==> src/rtl/serial_adder_pkg.sv <==
// -----------------------------------------------------------------------------
// serial_adder_pkg
// Shared definitions for the bit-serial adder controller:
//   - state_t                : FSM state encoding (IDLE / RUN / DONE)
//   - SERIAL_ADDER_WIDTH_DEF : default operand/result width
// -----------------------------------------------------------------------------
package serial_adder_pkg;

  localparam int SERIAL_ADDER_WIDTH_DEF = 16;

  typedef enum logic [1:0] {
    IDLE = 2'b00,
    RUN  = 2'b01,
    DONE = 2'b10
  } state_t;

endpackage : serial_adder_pkg

==> src/rtl/fa_cell.sv <==
// -----------------------------------------------------------------------------
// fa_cell
// One-bit full adder; the only arithmetic element of the serial adder.
// Ports:
//   a, b  : input  operand bits
//   c     : input  carry-in
//   sum   : output a ^ b ^ c
//   carry : output majority(a, b, c)
// -----------------------------------------------------------------------------
module fa_cell (
  input  logic a,
  input  logic b,
  input  logic c,
  output logic sum,
  output logic carry
);

  assign sum   = a ^ b ^ c;
  assign carry = (a & b) | (a & c) | (b & c);

endmodule : fa_cell

==> src/rtl/serial_adder_ctrl.sv <==
// -----------------------------------------------------------------------------
// serial_adder_ctrl
// Bit-serial adder: one full-adder cell processes one bit per clock, LSB
// first, with the carry held in a flop between bits. Start/busy/done
// handshake; result, carry-out and signed overflow are registered and hold
// until the next completion or reset.
//
// Parameters:
//   WIDTH     : operand/result width (>= 2)
// Ports:
//   clk       : rising-edge clock
//   rst_n     : synchronous active-low reset
//   start     : request a new operation (sampled only in IDLE)
//   a, b      : operands, captured on an accepted start
//   cin       : carry-in, captured on an accepted start
//   sub       : subtract request (only honoured with SERIAL_ADDER_SUB_EN)
//   busy      : high while the FSM is in RUN
//   done      : one-cycle pulse when sum/cout/overflow are updated
//   sum       : registered result
//   cout      : registered final carry-out
//   overflow  : registered signed overflow (carry into MSB ^ carry out)
//
// Build option:
//   SERIAL_ADDER_SUB_EN : when defined, sub=1 captures ~b with carry-in 1,
//                         giving a - b. When undefined, sub is ignored.
// -----------------------------------------------------------------------------
module serial_adder_ctrl
  import serial_adder_pkg::*;
#(
  parameter int WIDTH = SERIAL_ADDER_WIDTH_DEF
) (
  input  logic             clk,
  input  logic             rst_n,
  input  logic             start,
  input  logic [WIDTH-1:0] a,
  input  logic [WIDTH-1:0] b,
  input  logic             cin,
  input  logic             sub,
  output logic             busy,
  output logic             done,
  output logic [WIDTH-1:0] sum,
  output logic             cout,
  output logic             overflow
);

  localparam int CNT_W = $clog2(WIDTH);

`ifdef SERIAL_ADDER_SUB_EN
  localparam logic SUB_EN = 1'b1;
`else
  localparam logic SUB_EN = 1'b0;
`endif

  state_t           r_state;
  state_t           w_state_nxt;
  logic [WIDTH-1:0] r_a_sh;
  logic [WIDTH-1:0] r_b_sh;
  logic [WIDTH-1:0] r_res_sh;
  logic             r_carry;
  logic             r_c_msb;
  logic [CNT_W-1:0] r_cnt;
  logic [WIDTH-1:0] r_sum;
  logic             r_cout;
  logic             r_overflow;
  logic             r_done;

  logic             w_sub_eff;
  logic [WIDTH-1:0] w_b_load;
  logic             w_c_load;
  logic             w_fa_sum;
  logic             w_fa_carry;
  logic             w_last_bit;

  // Subtraction is a + ~b + 1; with the feature compiled out SUB_EN is a
  // constant 0 and this collapses to plain capture of b and cin.
  assign w_sub_eff  = SUB_EN & sub;
  assign w_b_load   = w_sub_eff ? ~b : b;
  assign w_c_load   = w_sub_eff ? 1'b1 : cin;
  assign w_last_bit = (r_cnt == CNT_W'(WIDTH - 1));

  fa_cell u_fa (
    .a     (r_a_sh[0]),
    .b     (r_b_sh[0]),
    .c     (r_carry),
    .sum   (w_fa_sum),
    .carry (w_fa_carry)
  );

  // NOTE: next_state gets a default before the case so no path leaves it
  // unassigned; otherwise synthesis infers a latch.
  always_comb begin
    w_state_nxt = r_state;
    unique case (r_state)
      IDLE:    if (start) w_state_nxt = RUN;
      RUN:     if (w_last_bit) w_state_nxt = DONE;
      DONE:    w_state_nxt = IDLE;
      default: w_state_nxt = IDLE;
    endcase
  end

  // NOTE: all state uses non-blocking assignments so every flop samples
  // pre-edge values, independent of statement order in this block.
  always_ff @(posedge clk) begin
    if (!rst_n) begin
      r_state    <= IDLE;
      r_a_sh     <= '0;
      r_b_sh     <= '0;
      r_res_sh   <= '0;
      r_carry    <= 1'b0;
      r_c_msb    <= 1'b0;
      r_cnt      <= '0;
      r_sum      <= '0;
      r_cout     <= 1'b0;
      r_overflow <= 1'b0;
      r_done     <= 1'b0;
    end else begin
      r_state <= w_state_nxt;
      r_done  <= 1'b0;
      unique case (r_state)
        IDLE: begin
          if (start) begin
            r_a_sh  <= a;
            r_b_sh  <= w_b_load;
            r_carry <= w_c_load;
            r_cnt   <= '0;
          end
        end
        RUN: begin
          r_a_sh   <= r_a_sh >> 1;
          r_b_sh   <= r_b_sh >> 1;
          r_res_sh <= {w_fa_sum, r_res_sh[WIDTH-1:1]};
          r_carry  <= w_fa_carry;
          // The carry entering the MSB is needed later for signed overflow;
          // the counter stops at its terminal value rather than wrapping.
          if (w_last_bit) r_c_msb <= r_carry;
          else            r_cnt   <= r_cnt + CNT_W'(1);
        end
        DONE: begin
          r_sum      <= r_res_sh;
          r_cout     <= r_carry;
          r_overflow <= r_c_msb ^ r_carry;
          r_done     <= 1'b1;
        end
        default: ;
      endcase
    end
  end

  assign busy     = (r_state == RUN);
  assign done     = r_done;
  assign sum      = r_sum;
  assign cout     = r_cout;
  assign overflow = r_overflow;

endmodule : serial_adder_ctrl
==> config.mk <==
export PLATFORM = sky130hd
export DESIGN_NAME = serial_adder_ctrl
export DESIGN_NICKNAME = d
export VERILOG_FILES = /design/src/rtl/serial_adder_pkg.sv /design/src/rtl/fa_cell.sv /design/src/rtl/serial_adder_ctrl.sv
export SDC_FILE = /design/constraint.sdc
export NUM_CORES = 1
export LEC_CHECK = 0
export ABC_AREA = 1
export CORE_UTILIZATION = 51
export CTS_CLUSTER_DIAMETER = 40
export DETAILED_ROUTE_END_ITERATION = 12
export GPL_TIMING_DRIVEN = 0
export PLACE_DENSITY = 0.75
export SETUP_SLACK_MARGIN = 0.05
export SKIP_CTS_REPAIR_TIMING = 1
export SLEW_MARGIN = 20
export SYNTH_ARGS = -nofsm -noshare
export SYNTH_HDL_FRONTEND = slang
export SYNTH_SLANG_ARGS = --single-unit
==> constraint.sdc <==
create_clock -name clk -period 1.6 [get_ports clk]
set_input_delay 0.24 -clock clk [delete_from_list [all_inputs] [get_ports clk]]
set_output_delay 0.24 -clock clk [all_outputs]
set_load 0.02 [all_outputs]
Yosys cells after proc, flatten, opt, wreduce, memory -nomap -nowiden
Cells that the tools add are included.
Widths: inputs -> output; s select.
- reductions and logical operators: 6
- $add $sub $neg: 1
- bitwise logic cells: 8
- equality and inequality tests: 6
- mux-type cells: 13
- operators with widths (cell ; count):
    $pmux 16 s2 ; 2
    $mux 16 ; 2
    $mux 4 ; 2
    $pmux 4 s2 ; 1
    $reduce_and 2->1 ; 3
    $add 4x1->4 const B ; 1
    $eq 4x4->1 const B ; 1
    $mux 2 ; 2
    $ne 2x2->1 const B ; 2
    $pmux 2 s2 ; 1
    $and 1x1->1 ; 3
    $reduce_and 3->1 ; 1
    $xor 1x1->1 ; 3
    $eq 2x1->1 const B ; 1
    $eq 2x2->1 const B ; 1
    $logic_not 2->1 ; 1
    $mux 1 ; 2
    $ne 2x1->1 const B ; 1
    $or 1x1->1 ; 2
    $pmux 1 s2 ; 1
    $reduce_bool 2->1 ; 1
- register bits: 75
- input bits: 37
- logic and storage cells: 45
- output and inout port bits: 20

Logic depth before layout (Yosys ltp)
Gate-level depths: netlist of run 1.
- depth after elaboration: 4
- gate-level depth with buffers: 9
- depth with buffers taken out: 7

Modules after synthesis
Synthesis of run 1 repeated with hierarchy kept, for this count alone.
- cells, all modules: 472
- area, all modules: 3189.3 µm²
- modules (own cells, without submodules) (module ; instances ; cells an instance ; area each (µm²) ; sequential area each (µm²)):
    serial_adder_ctrl ; 1 ; 471 ; 3169.3 ; 1501.4
    fa_cell ; 1 ; 1 ; 20.0 ; 0.0

Worst setup path after synthesis of run 1
No wires, ideal clock.
- path type: register to register
- from: reg r_state[0]
- to: reg r_a_sh[10]
- required time: 1.483 ns
- path buffers: 2
- data arrival time: 1.064 ns
- slack: 0.419 ns
- library setup time: 0.117 ns
- period minus slack after synthesis: 1.181 ns
- cell stages (with the launch flop): 10
- cells stage by stage: dfxtp_1 inv_2 nor2_4 inv_2 buf_2 buf_6 nand2_1 nand2_1 nor2_1 nor2_1
- word-level cells in the longest chain between the ends: 3
- elaborated cells between the ends (all ways): 6
- those cells by class: eq/ne (2); mux (1); reduce/logical (3)
- RTL lines (what ; RTL line ; source):
    start, declared ; serial_adder_ctrl.sv:54 ; state_t r_state;
    start signal, assigned ; serial_adder_ctrl.sv:117 ; r_state <= w_state_nxt;
    $eq 2x1->1 or $logic_not 2->1 (tied branches) ; serial_adder_ctrl.sv:119 ; unique case (r_state)
    $reduce_bool 2->1 (no source line) or $ne 2x2->1 (tied branches) ; -- ;
    $reduce_and 2->1 (no source line) ; -- ;
    end signal, assigned ; serial_adder_ctrl.sv:129 ; r_a_sh <= r_a_sh >> 1;
    end, declared ; serial_adder_ctrl.sv:56 ; logic [WIDTH-1:0] r_a_sh;
Several ways; a longest one is shown, not always the timed one.
A chain may end at the register's enable or synchronous reset.

Worst setup path after layout of run 1
- from: reg r_sum[2] (netlist: sum[2])
- to: out sum[2]
- RTL lines (what ; RTL line ; source):
    start, declared ; serial_adder_ctrl.sv:62 ; logic [WIDTH-1:0] r_sum;
    start signal, assigned ; serial_adder_ctrl.sv:139 ; r_sum <= r_res_sh;
    end, declared ; serial_adder_ctrl.sv:41 ; output logic [WIDTH-1:0] sum,
No word-level cell between the ends.

==> impl_metrics.tcl, run 1 <==
set metrics [dict create \
    kind_of_critical_path "reg2out" \
    mappedNetlistNets 478 \
    initial_antenna_violation_count 0 \
    worstSetupPathDepth 1 \
    clock_path_buffers 2 \
    power_per_cell_area_nw_per_um2 1020 \
    static-leakage-power_nw 1.98 \
    start_kind "register" \
    regToRegEndpoint "r_a_sh[2]$_SDFFE_PN0P_" \
    netlist_top_cells_area "dfxtp_1 (49%), nor2_1 (17%), nand2_1 (12%)" \
    synth_top_flop_cell "dfxtp_1" \
    synth_cell_type_count 20 \
    firstDrtPassIters 4 \
    drv_slew 0 \
    clkSinkCount 75 \
    placed_cells 565 \
    chipHeight_um 79.2 \
    cts.htree.levels 3 \
    placement.io_buffers 54 \
    remaining_drc_errors 0 \
    floorplan.die_area_um2 6280 \
    rows 27 \
    dr.first_iter.drc_count 133 \
    synth.cells.most_frequent "nor2_1 (138), nand2_1 (101), dfxtp_1 (75), o21ai_0 (64), clkbuf_1 (15)" \
    detailed_place_hpwl_um 4530 \
    netlist.area_leader.share_pct 49.4 \
    finalCritPeriodShare_pct 93.5 \
    path_buf_inv 1 \
    clk_pin_slew_worst_paths_ps 70 \
    grt_max_degree 14 \
    antenna_cells_inserted 0 \
    r2r-start "r_state[0]$_SDFFE_PN0P_" \
    cts_buffers 9 \
    grt_first_pass_wirelength_um 11000 \
    syn-instance-count 439 \
    root_buffer_selected_by_cts "clkbuf_8" \
    postSynthRegisterBits 75 \
    combined_area_of_the_multi_input_logic_cells_um2 1380 \
    final_hold_vios 0 \
    worstSkewPairLatency_ps 330 \
    worst_setup_path_endpoint "sum[2]" \
    synth_largest_area_cell "dfxtp_1" \
    timing.critical_path.arrival_ps 1260 \
    pin_count 57 \
    start_util_pct 53.9 \
    timing.reg2reg.setup_slack_ps 150 \
    min_path_type "in2reg" \
    number_of_global_route_vias_before_repair 2559 \
    tritoncts "built" \
    via_per_inst 4.95 \
    worst_stage_delay_on_the_critical_path_ps 600 \
    synth_area_um2 3040 \
    wl_per_cell_um 11.3 \
    required_time_of_the_critical_path_ps 1360 \
    rsz_0062_raised_after_global_routing "true" \
    min_period_ps 1500 \
    wl_um 6570 \
    run_status "completed" \
    least_margin_pin_slew_ps 478 \
    crit_start "sum[2]$_SDFFE_PN0P_" \
    stdcell_area_um2 3920 \
    critPathCaptureType "primary output" \
    synth_enable_flop_cells 0 \
    place_area_um2 3670 \
    rr_worst_depth 10 \
    cell_count_final_fillers_out 582 \
    crit_path_top_delay_cell "clkdlybuf4s50_1" \
    die_width_um 79.2 \
    path_delay_family "buffers and inverters" \
    maxClockFrequency_ghz 0.668 \
    pre_cts_ws_ps -211 \
    grt_util_all_layers_pct 22.3 \
    final_replace_weighted_congestion 0.775 \
    final_antenna_net_count 0 \
    final_net_count 544 \
    mean_post_synth_cell_area_um2 6.93 \
    area_growth_syn_to_layout_pct 28.9 \
    fin_worst_skew_ps 8.30 \
    timing.final.ws_setup_ps 104 \
    cp_cell_sequence "clkdlybuf4s50_1" \
    vdd_drop_max_mv 0.565 \
    final-seq-area_um2 1500 \
    yosys_warnings 0 \
    final_layout_size_suffix_gt1_share_pct 7.25 \
    route.vias.total 2880 \
    synthMostInstantiatedCell "nor2_1" \
    number_of_filler_cells_placed_in_the_layout 488 \
    yosysSeqAreaShare_pct 49.4 \
    worst-path-max-fanout 2 \
    timing.slew.headroom_pct 68.1 \
    max-cap-violations 0 \
    finalSetupViolCount 0 \
    setup_total_negative_slack_ps 0 \
    core_area_um2 5640 \
    grt_overflow 0 \
    postSynth.asyncResetShare_pct 0 \
]
-- worst min-delay path by stage --
stage / startpoint / end / slack [ps] / cells past startpoint
floorplan: a[15] / r_a_sh[15]$_SDFFE_PN0P_ / 380 / 2
global placement: r_b_sh[15]$_SDFFE_PN0P_ / r_b_sh[15]$_SDFFE_PN0P_ / 460 / 2
detailed placement: r_a_sh[15]$_SDFFE_PN0P_ / r_a_sh[15]$_SDFFE_PN0P_ / 470 / 2
CTS: rst_n / r_b_sh[2]$_SDFFE_PN0P_ / 240 / 3
global route: rst_n / r_b_sh[2]$_SDFFE_PN0P_ / 260 / 3
finish: rst_n / r_b_sh[2]$_SDFFE_PN0P_ / 250 / 3
-- metal layers --
| layer | GRT usage (%) | part of all wire (%) |
|---|---|---|
| met3 | 3.91 | 4.0 |
| met2 | 35.9 | 46 |
| met5 | 0 | 0 |
| met1 | 28.7 | 49 |
| met4 | 10.7 | 1.6 |
-- kinds of logic after synthesis --
family,count (synthesis),share of synthesized area [%]
AND/OR/NAND/NOR,250,31.6
buffers and inverters,37,5.39
AO/OA/AOI/OAI,74,12.3
flip-flops,75,49.4
XOR/XNOR,1,0.288
adder cells (fa/ha/maj),2,1.07
-- metrics by stage --
step                      hold slack, ps  utilization (%)  power, mW
after floorplan                      383                -       2.41
after global placement               462             65.1       2.58
after detailed placement             466             65.1       2.59
after CTS                            239             68.7       4.02
after global routing                 255             69.5       4.20
final                                248             69.5       4.00
-- registers in the layout, summed over array words and instances (netlist names) --
name	count
overflow	1
r_res_sh	16
r_a_sh	16
r_c_msb	1
r_state	2
r_b_sh	16
cout	1
done	1
r_carry	1
r_cnt	4
sum	16
-- layout make-up --
type | count | area share (%)
repair buffers | 56 | 14.8
inverters | 11 | 1.05
well taps | 72 | 2.30
multi-input cells | 327 | 35.3
clock inverters | 6 | 1.66
plain buffers | 25 | 3.03
clock buffers | 10 | 3.51
flip-flops and latches | 75 | 38.3
-- cell usage in the layout (no fill, tap or decap), drive strengths merged, types with 4 or more instances in the layout --
master	instances
nand3	8
clkbuf	24
buf	14
dfxtp	75
clkdlybuf4s50	42
a21oi	6
nand2	101
o21ai	68
clkinv	4
dlymetal6s2s	11
nor2	139
inv	11
-- power by group --
part           internal, mW  switching [mW]
Sequential             1.98          0.0721
Clock                 0.762           0.672
Combinational         0.224           0.281
Total                  2.97            1.03
Power figures use the tool's default switching activity.
==> run 2, diff against run 1 <==
==> constraint.sdc (replaced) <==
create_clock -name clk -period 1.6 [get_ports clk]
set_input_delay 0.24 -clock clk [delete_from_list [all_inputs] [get_ports clk]]
set_output_delay 0.24 -clock clk [all_outputs]
set_load 0.1 [all_outputs]
==> run 2 against run 1 <==
Net effect:
- flip-flop and latch count is the same
- sequential share of layout area grew 1.0 points
- die area is the same
- utilization shrank 1.8 points
- via count shrank 0.80%
- clock skew grew 1.2 ps
- routed wire length is essentially flat
- power grew 0.64%
- clock power is essentially flat
- register-to-register slack gained 30 ps
- critical path type unchanged
- largest power group unchanged
- highest routed layer unchanged
==> impl_metrics.tcl, run 2 (synthesis gave the netlist of run 1 again) <==
set metrics [dict create \
    pin_count 57 \
    finalCritPeriodShare_pct 98.6 \
    chipHeight_um 79.2 \
    rr_worst_depth 10 \
    worst_hold_slack_ps 245 \
    run_status "completed" \
    worst_stage_delay_on_the_critical_path_ps 360 \
    grt_first_pass_wirelength_um 11000 \
    clkSinkCount 75 \
    number_of_global_route_vias_before_repair 2559 \
    floorplan.die_area_um2 6280 \
    initial_antenna_violation_count 0 \
    detailed_place_hpwl_um 4530 \
    crit_path_top_delay_cell "dfxtp_2" \
    final_antenna_net_count 0 \
    min_period_ps 1580 \
    timing.critical_path.arrival_ps 1340 \
    placement.io_buffers 54 \
    dr.first_iter.drc_count 127 \
    grt_max_degree 14 \
    finalSetupViolCount 0 \
    timing.hold.worst.start "rst_n" \
    vdd_drop_max_mv 0.566 \
    final_replace_weighted_congestion 0.775 \
    regToRegEndpoint "r_a_sh[2]$_SDFFE_PN0P_" \
    remaining_drc_errors 0 \
    clock_path_buffers 2 \
    grt_overflow 0 \
    rsz_0062_raised_after_global_routing "true" \
    timing.reg2reg.setup_slack_ps 180 \
    drv_slew 0 \
    start_util_pct 53.9 \
    antenna_cells_inserted 0 \
    cts_buffers 9 \
    fin_worst_skew_ps 9.50 \
    clk_pin_slew_worst_paths_ps 70 \
    crit_start "r_state[0]$_SDFFE_PN0P_" \
    static-leakage-power_nw 1.81 \
    required_time_of_the_critical_path_ps 1360 \
    cts.htree.levels 3 \
    tritoncts "built" \
    die_width_um 79.2 \
    placed_cells 565 \
    timing.slew.headroom_pct 63.8 \
    worstSkewPairLatency_ps 330 \
    mostFrequentLayoutCells "nor2_1 (138), nand2_1 (101), dfxtp_1 (74)" \
    power_per_cell_area_nw_per_um2 1050 \
    core_area_um2 5640 \
    via_per_inst 4.90 \
    rows 27 \
    r2r-start "r_state[0]$_SDFFE_PN0P_" \
    grt_util_all_layers_pct 22.3 \
    least_margin_pin_slew_ps 546 \
    utilization_pct 67.7 \
    root_buffer_selected_by_cts "clkbuf_8" \
    worst_setup_path_endpoint "busy" \
    worst-path-max-fanout 10 \
    kind_of_critical_path "reg2out" \
    final_layout_size_suffix_gt1_share_pct 11.4 \
    layout_commonest_cell "nor2_1" \
    max-cap-violations 0 \
    final_hold_vios 0 \
    post-layout-total-power_mw 4.02 \
    wl_per_cell_um 11.3 \
    cp_cell_sequence "inv_2 -> nor2_4 -> buf_6 -> buf_8 -> buf_12" \
    final_net_count 545 \
    min_path_type "in2reg" \
    wl_um 6570 \
    route.vias.total 2857 \
    area_growth_syn_to_layout_pct 25.5 \
    maxClockFrequency_ghz 0.634 \
    cell_count_final_fillers_out 583 \
    firstDrtPassIters 4 \
    critPathCaptureType "primary output" \
    start_kind "register" \
]
run 2: cell count changes in the layout (fill, tap and decap cells not counted), sizes merged:
cell / delta
clkbuf: +20
clkdlybuf4s50: -8
dlymetal6s2s: -11
run 2: per-stage QoR:
stage / area, µm² / setup TNS [ps] / worst slack (ps)
2_1_floorplan: 3040 / 0 / 284
3_3_place_gp: 3670 / -6130 / -732
3_5_place_dp: 3670 / -6120 / -742
4_1_cts: 3870 / -9640 / -1110
5_1_grt: 3820 / -43.0 / -43.0
6_report: 3820 / 0 / 22.8
run 2: layout make-up:
class	count	area (µm²)
fill	495	1820
sequential	75	1500
multi-input combinational	327	1380
timing repair buffer	56	470
clock buffer	10	138
buffer	26	135
tap	72	90.1
clock inverter	6	65.1
inverter	11	41.3
run 2: worst max-delay path, delay by kind of cell (launching register included):
kind | cells | cell delay, ps
buffers and inverters | 4 | 510
and+or+nand+nor | 1 | 130
DFF | 1 | 360
run 2: how the worst min path moves through the flow:
stage,endpoint,slack [ps],cells after the start
after floorplan,r_a_sh[15]$_SDFFE_PN0P_,380,2
after CTS,r_b_sh[2]$_SDFFE_PN0P_,240,3
after global placement,r_b_sh[15]$_SDFFE_PN0P_,460,2
after detailed placement,r_a_sh[15]$_SDFFE_PN0P_,470,2
final,r_b_sh[2]$_SDFFE_PN0P_,250,3
after global routing,r_b_sh[2]$_SDFFE_PN0P_,260,3
run 2: layer usage:
metal	global-route usage [%]	up-vias	wire length, µm
met4	10.7	0	107
li1	-	1517	-
met3	3.91	11	347
met5	0	-	0
met2	35.9	68	2950
met1	28.7	1261	3170
run 2: power by group:
part / switching (mW) / internal [mW]
clock network: 0.672 / 0.762
registers: 0.0711 / 1.98
logic: 0.297 / 0.234
total: 1.04 / 2.98
==> edit (config.mk and constraints of run 1) <==
Register the output `done` once more, cleared by the reset; this adds one clock of latency there. The other outputs are not delayed to match. Comments in the files are not updated.
--- a/src/rtl/serial_adder_ctrl.sv
+++ b/src/rtl/serial_adder_ctrl.sv
@@ -148,5 +148,11 @@
 
   assign busy     = (r_state == RUN);
-  assign done     = r_done;
+  always_ff @(posedge clk) begin
+    if (!rst_n) begin
+      done <= '0;
+    end else begin
+      done <= r_done;
+    end
+  end
   assign sum      = r_sum;
   assign cout     = r_cout;
Function: same outputs for any inputs over 10 cycles, from zero or initial values and one cycle with rst_n low; that may be too few to reach the edited logic, so the function may still have changed.
==> edit against run 1 <==
Design area increased by 2.6%; synthesized area is 0.82% higher; via count is 1.7% higher; routed wire length is 3.1% higher; hold slack lost 2.5 ps; sequential share of layout area decreased by 0.49 points; global-route usage increased by 1.3 points; register-to-register slack hardly changed; sequential cell count rose by 1; final cell count rose by 1.4%; worst setup slack lost 22 ps; total power up 4.6%; highest routed layer unchanged.
==> edit: results (changes against run 1) <==
finish:
  diodes: 0  # unchanged
  drive_gt1_share_pct: 7.92  # +0.66 points
  num-fill-cells: 471  # -3.5%
  finalNetCount: 552  # +1.5%
clock_tree:
  cts_root_buf: "clkbuf_8"
  clockBufferDepth: 2  # unchanged
  cts.clk_slew.worst_paths_ps: 80
  clock_latency_ps: 350  # +20 ps
  htree_levels: 3  # unchanged
  cts_made_buffers: 9  # unchanged
power_and_ir_drop:
  leakage_nw: 2.18  # +10%
  ir_drop_mv: 0.920  # +63%
drt:
  first_pass_iters: 4  # unchanged
  num_vias: 2928  # +1.7%
  wirelength_um: 6770  # +3.1%
  wl_per_cell_um: 11.5  # +1.7%
  drt_iter0_markers: 136  # +2.3%
logic_synthesis:
  async_reset_ff_share_pct: 0  # unchanged
  ys_top_cells_by_count: "nor2_1, nand2_1, dfxtp_1, o21ai_0, clkbuf_1"
  synth_warnings: 0  # unchanged
  synthDistinctLibCells: 22  # +10%
  synth_area_per_cell_sq_um: 6.94  # +0.14%
  dominantRegCellSynth: "dfxtp_1"
  synth.area.top_cells: "dfxtp_1, nor2_1, nand2_1"
  syn-num-nets: 481  # +0.63%
  synth_seq_area_share_pct: 49.6  # +0.25 points
worst_setup_path:
  r2r_start: "r_state[0]"
  r2r_setup_slack_ps: 150  # about the same
  arrival_ps: 1280  # +20 ps
  path_max_fanout: 7  # +5
  r2r_cells: 8  # -2
  rr_endpoint: "r_res_sh[3]"
global_route:
  antenna_found_initial: 0  # unchanged
  first_global_vias: 2632  # +2.9%
  grt_pass1_wl_um: 11500  # +4.2%
  grt_max_degree: 14  # unchanged
  track_usage_pct: 23.6  # +1.3 points
min_path:
  worstHoldPathCells: 3  # unchanged
  hp-class: "in2reg"
  min_from: "rst_n"
  worstHoldEndpoint: "r_carry"
placed_design:
  post_dp_cell_area_sq_um: 3700  # +0.68%
  hpwl_um: 4650  # +2.7%
  gp_congestion: 0.772  # -0.35%
  port_buffers: 54  # unchanged
  dp_cells: 568  # +0.53%
sta:
  fin_worst_skew_ps: 5.46  # -2.85 ps
  relSlewSlack_pct: 67.9  # -0.23 points
outcome:
  status: "completed"
## edit: cell types whose count changed after synthesis, sizes merged
cell	change
nand2	+1
inv	+1
dfxtp	+1
## edit: worst max-delay path by stage
stage / startpoint / endpoint / slack, ps / cells past startpoint
2_1_floorplan: r_state[0] / r_a_sh[10] / 420 / 9
3_3_place_gp: r_state[0] / busy / -270 / 5
3_5_place_dp: r_state[0] / busy / -260 / 5
4_1_cts: r_state[0] / busy / -670 / 5
5_1_grt: r_state[0] / busy / -0.6 / 4
6_report: r_state[0] / busy / 80 / 4
## edit: worst max-delay path: stages, from the launching register on
cell and delay (ps):
dfxtp_2 360, inv_2 60, nor2_4 210, buf_12 150, clkbuf_2 160
## edit: cell type report
cell class / instances / area (sq um) / share of cell area (%)
Sequential cell: 76 / 1520 / 37.8
Multi-Input combinational cell: 328 / 1380 / 34.3
Clock buffer: 10 / 128 / 3.17
Clock inverter: 6 / 88.8 / 2.21
Buffer: 25 / 130 / 3.23
Timing Repair Buffer: 61 / 639 / 15.9
Tap cell: 72 / 90.1 / 2.24
Inverter: 12 / 45.0 / 1.12
## edit: cell families (layout without fill, tap and decap cells)
family,count (synthesis),count (layout),share of synthesized area (%)
buf+inv,38,114,5.39
compound gates,74,74,12.2
fa+ha+maj,2,2,1.06
xor+xnor,1,1,0.286
flops,76,76,49.6
simple gates,251,251,31.5
## edit: per-stage QoR
stage | power, mW | hold WS [ps] | utilization, % | worst slack (ps)
3_3_place_gp | 2.60 | 396 | 65.5 | -266
2_1_floorplan | 2.43 | 383 | - | 419
3_5_place_dp | 2.62 | 414 | 65.5 | -265
5_1_grt | 4.40 | 250 | 71.3 | -0.550
4_1_cts | 4.20 | 223 | 69.4 | -670
6_report | 4.18 | 245 | 71.3 | 81.4
## edit: power by group
part / switching, mW / total [mW] / internal, mW
combinational: 0.284 / 0.523 / 0.239
clock: 0.698 / 1.58 / 0.878
sequential: 0.0697 / 2.08 / 2.01
## edit: layer usage
metal  track usage, %  share of wire [%]
met1             27.8                 44
met2             39.1                 48
met3             8.46                6.3
met5                0                  0
met4             8.91                1.5
